$ cat src/rtl/prog_counter.sv
// prog_counter: loadable up/down counter with a programmable terminal value,
// wrap / saturate / one-shot modes, a registered terminal-count pulse and a
// one-shot done flag.
// Optional build macro PROG_COUNTER_PRESCALE_EN: when defined, a step is taken
// only on every PRESCALE_DIV-th enabled cycle.
module prog_counter #(
   parameter int unsigned WIDTH        = 8,
   parameter logic [31:0] RST_VAL      = 32'd0,
   parameter int unsigned PRESCALE_DIV = 4
) (
   input  logic             clk,
   input  logic             reset,
   input  logic             en,
   input  logic             load,
   input  logic [WIDTH-1:0] din,
   input  logic             up_dn,
   input  logic [1:0]       mode,
   input  logic [WIDTH-1:0] limit,
   output logic [WIDTH-1:0] dout,
   output logic             tc,
   output logic             done
);

   localparam logic [1:0] MODE_SAT  = 2'b01;
   localparam logic [1:0] MODE_ONCE = 2'b10;

   typedef enum logic {
      ST_RUN  = 1'b0,
      ST_DONE = 1'b1
   } state_e;

   // Elaboration-time parameter range checks.
   if (WIDTH < 2 || WIDTH > 32) begin : g_bad_width
      $error("prog_counter: WIDTH must be in 2..32");
   end
   if (PRESCALE_DIV < 1) begin : g_bad_div
      $error("prog_counter: PRESCALE_DIV must be >= 1");
   end

   logic [WIDTH-1:0] dout_q, dout_d;
   logic             tc_q, tc_d;
   state_e           state_q, state_d;
   logic             step_c;

`ifdef PROG_COUNTER_PRESCALE_EN
   localparam int unsigned PW = (PRESCALE_DIV > 1) ? $clog2(PRESCALE_DIV) : 1;
   localparam logic [PW-1:0] PSC_LAST = PW'(PRESCALE_DIV - 1);

   logic [PW-1:0] psc_q, psc_d;

   // Prescaler: counts enabled RUN cycles, cleared by load, frozen otherwise.
   always_comb begin
      psc_d  = psc_q;
      step_c = 1'b0;
      if (load) begin
         psc_d = '0;
      end else if (en && state_q == ST_RUN) begin
         if (psc_q == PSC_LAST) begin
            psc_d  = '0;
            step_c = 1'b1;
         end else begin
            psc_d = psc_q + PW'(1);
         end
      end
   end

   // Prescaler register.
   always_ff @(posedge clk) begin
      if (reset) psc_q <= '0;
      else       psc_q <= psc_d;
   end
`else
   // Every enabled RUN cycle without a load is a step.
   always_comb begin
      step_c = en && !load && (state_q == ST_RUN);
   end
`endif

   // Next count, terminal-count pulse and one-shot state.
   always_comb begin
      logic [WIDTH-1:0] term;
      logic [WIDTH-1:0] nxt;
      logic             moved;

      dout_d  = dout_q;
      tc_d    = 1'b0;
      state_d = state_q;
      term    = up_dn ? limit : '0;
      nxt     = dout_q;
      moved   = 1'b0;

      if (load) begin
         dout_d  = din;
         state_d = ST_RUN;
      end else if (state_q == ST_DONE) begin
         if (mode != MODE_ONCE) state_d = ST_RUN;
      end else if (step_c) begin
         if (dout_q == term) begin
            // At the terminal value: saturate holds, one-shot finishes,
            // wrap (and reserved) restart from the opposite end.
            if (mode == MODE_ONCE) begin
               state_d = ST_DONE;
            end else if (mode != MODE_SAT) begin
               nxt   = up_dn ? '0 : limit;
               moved = 1'b1;
            end
         end else if (up_dn) begin
            moved = 1'b1;
            if (dout_q < limit)                             nxt = dout_q + WIDTH'(1);
            else if (mode == MODE_SAT || mode == MODE_ONCE) nxt = limit;
            else                                            nxt = '0;
         end else begin
            moved = 1'b1;
            nxt   = dout_q - WIDTH'(1);
         end
         dout_d = nxt;
         tc_d   = moved && (nxt == term);
      end
   end

   // Output and state registers with synchronous reset.
   always_ff @(posedge clk) begin
      if (reset) begin
         dout_q  <= WIDTH'(RST_VAL);
         tc_q    <= 1'b0;
         state_q <= ST_RUN;
      end else begin
         dout_q  <= dout_d;
         tc_q    <= tc_d;
         state_q <= state_d;
      end
   end

   assign dout = dout_q;
   assign tc   = tc_q;
   assign done = (state_q == ST_DONE);

endmodule
$ cat config.mk
export PLATFORM = sky130hd
export DESIGN_NAME = prog_counter
export DESIGN_NICKNAME = d
export VERILOG_FILES = /design/src/rtl/prog_counter.sv
export SDC_FILE = /design/constraint.sdc
export NUM_CORES = 1
export LEC_CHECK = 0
export BUFFER_PORTS_ARGS = -buffer_cell sky130_fd_sc_hd__buf_2
export CAP_MARGIN = 20
export CORE_MARGIN = 1
export CORE_UTILIZATION = 43
export CTS_CLUSTER_DIAMETER = 200
export DETAILED_ROUTE_END_ITERATION = 8
export PLACE_DENSITY = 0.7
export SYNTH_ARGS = -nofsm -noshare
export SYNTH_HDL_FRONTEND = slang
export SYNTH_SLANG_ARGS = --single-unit
$ cat constraint.sdc
create_clock -name clk -period 4.8 [get_ports clk]
set_input_delay 0.96 -clock clk [delete_from_list [all_inputs] [get_ports clk]]
set_output_delay 0.96 -clock clk [all_outputs]
set_load 0.005 [all_outputs]
==> metrics.txt <==
core area=4058 µm²; adder-cell share of the synthesized area=7.448%; xor and xnor area share after synthesis=9.005%; layout cell share with drive strength beyond 1=17.61%; die width=67.56 µm; Tmin final=3.575 ns; Fin. Hold Viols=0; Peak VDD IR=0.1797 mV; worst r2r dst=tc; clk buf depth=2; Worst Hold Class=reg -> reg; vias in the first global route=1755; RSZ-0062 raised after global routing=false; Post-Syn Area=1848 µm²; mux cell area share after synthesis=5.484%; Clock Pin Slew Worst Setup and Hold Paths=0.05 ns; post-route ant nets=0; Antenna Cells=0; Max FO, Critical Path=10; critical path startpoint=limit[2]; Final nets=319; commonest non-fill, non-tap cells in the layout=nor2_1, buf_2, nand2_1, o21ai_0, a21oi_1; full die area=4564 µm²; Setup TNS Final=0 ns; Worst Hold Depth=2; outcome=finished, final reports clean; crit share post-route=74.49%; Clock Latency Late Sink=0.24 ns; static leakage=0.8628 nW; Post-Synthesis Net Count=301; Setup crit end kind=flop; Worst Setup EP=tc; relative slew slack=47.12%; max cap viols=0; clock sink total=10; via/cell ratio=5.934; largest family of logic cells by synthesized area=simple AND/OR/NAND/NOR gates; WS Path Type=in -> reg; Synth Area in Compound Gates=28.23%; Gate power share=49.4%; vias post-DR=1982; clk root buf=clkbuf_8; Post-Synth Simple-Gate Area=31.35%; GRT overflow=0; R2R cell count=9; DRC Markers=0; P_int=254.7 µW; wire per inst=16.15 µm; Pins Over Slew Limit=0; largest net degree at the start of global routing=37; Worst Tran Pin Value=0.7923 ns; I/O pin cnt=33; CTS resizes=0; Sw Pwr=176.5 µW; Post-DP HPWL=3.960 mm; number of port buffers=32; WP data required=4.97 ns; Hold Buf Count CTS=0; clock group share of total power=25.1%; total track usage=25.21%; Cells after Synth=267; Net Sw Frac=40.93%; Pre-Repair DR Iteration Count=5; Max Clock Skew=0.005369 ns; Fmax=0.2797 GHz; Setup Fix Bufs, Post-CTS=0; drt total wl=5.394 mm; WHS=0.5385 ns; Yosys Warn Count=0; Yosys cell types=56; CP Launch Type=input port; Initial Util=45.54%; initial antenna violation count=0; DRT iter0 DRCs=233; final setup vio count=0; GPL Wtd Cong=0.9582; synthesized flop and latch total=10; register area share after synthesis=10.83%; internal reg-to-reg setup slack=1.50 ns; Syn Area/Cell=6.921 µm²; WP data arrival=3.75 ns; part of the power in registers=25.5%; global-route wire length before repair=8.638 mm; site row count=23; CTS tree=done; area grow syn2layout=10.02%; commonest non-fill, non-tap cell in the layout=nor2_1; reg2reg start=dout[2]; number of CTS-inserted buffers=3; Die H=67.56 µm; H-Tree Depth=1; Pwr Density=212.1 nW/µm²; fin util=50.11%
worst min-delay path by stage:
stage,from,to,slack (ns)
after floorplan,done,done,0.53
after global placement,done,done,0.53
after detailed placement,done,done,0.53
after CTS,done,done,0.54
after global routing,done,done,0.61
final,done,done,0.54
worst max-delay path, cell delays in order:
cell,delay [ns]
buf_2,0.14
inv_1,0.10
ha_1,0.33
a211oi_2,0.24
o21ai_2,0.10
a211oi_4,0.64
mux2i_1,0.40
o31ai_4,0.12
o41a_1,0.34
o32a_1,0.20
nor3_2,0.16
synthesized netlist by cell type (all sizes together):
master | count | area (µm²)
o32a | 1 | 10.01
ha | 11 | 137.6
nand3 | 12 | 60.06
xor2 | 9 | 78.83
inv | 13 | 48.80
o41a | 1 | 11.26
nor3 | 10 | 55.05
nor2b | 3 | 18.77
o211ai | 1 | 7.510
o21a | 1 | 7.510
xnor2 | 10 | 87.58
a211oi | 6 | 62.56
and2b | 1 | 7.510
dfxtp | 10 | 200.2
a221oi | 2 | 17.52
nand4 | 4 | 25.02
or3 | 5 | 31.28
clkbuf | 5 | 18.77
nor4bb | 4 | 40.04
buf | 14 | 73.82
a31o | 1 | 8.760
o31ai | 2 | 42.54
or2 | 2 | 12.51
a22oi | 3 | 32.53
a32oi | 1 | 8.760
mux2 | 1 | 11.26
or3b | 1 | 8.760
nand2b | 3 | 18.77
o311ai | 2 | 17.52
a22o | 2 | 17.52
o31a | 1 | 8.760
nand3b | 2 | 15.01
mux2i | 9 | 90.09
o311a | 3 | 30.03
o21ai | 18 | 93.84
a211o | 1 | 8.760
nor2 | 34 | 130.1
a31oi | 2 | 12.51
and2 | 1 | 6.260
a21oi | 16 | 80.08
a2bb2oi | 5 | 43.79
and3 | 1 | 6.260
nand2 | 29 | 108.9
nor4b | 3 | 26.28
nand4b | 1 | 8.760
sequential cells by signal, summed over array words and instances, names as in the netlist:
| register | cells |
|---|---|
| done | 1 |
| dout | 8 |
| tc | 1 |
area by class of cell:
cell class / instances / area (µm²)
flip-flops and latches: 10 / 200.2
repair buffers: 32 / 160.2
inverters: 13 / 48.80
clock buffers: 4 / 55.05
well taps: 50 / 62.56
multi-input cells: 225 / 1506
fillers: 425 / 2024
cells by family (layout without fill, tap and decap cells):
family,Yosys count,count (layout)
buffers and inverters,32,49
AND/OR/NAND/NOR,116,116
XOR/XNOR,19,19
AO/OA/AOI/OAI,69,69
flip-flops,10,10
multiplexers,10,10
adder cells (fa/ha/maj),11,11
routing by layer:
| metal | routed length (µm) | track usage, % |
|---|---|---|
| met5 | 0 | 0 |
| met4 | 104 | 9.840 |
| met3 | 319 | 3.378 |
| met2 | 2370 | 36.63 |
| met1 | 2600 | 36.79 |
power groups by stage:
stage	clock (mW)	sequential [mW]	combinational, mW
6_report	0.108	0.110	0.213
5_1_grt	0.115	0.112	0.233
4_1_cts	0.111	0.109	0.210
3_5_place_dp	0	0.111	0.209
3_3_place_gp	0	0.111	0.206
2_1_floorplan	0	0.0967	0.173
stage by stage:
step / setup WS (ns) / power [mW] / area [µm²] / std cells
floorplan: 1.521 / 0.2692 / 1848 / 267
global placement: 1.058 / 0.3175 / 1978 / 330
detailed placement: 1.017 / 0.3199 / 1978 / 330
CTS: 1.263 / 0.4301 / 2033 / 334
global route: 1.064 / 0.4600 / 2033 / 334
finish: 1.225 / 0.4312 / 2033 / 334
Power figures use the tool's default switching activity.
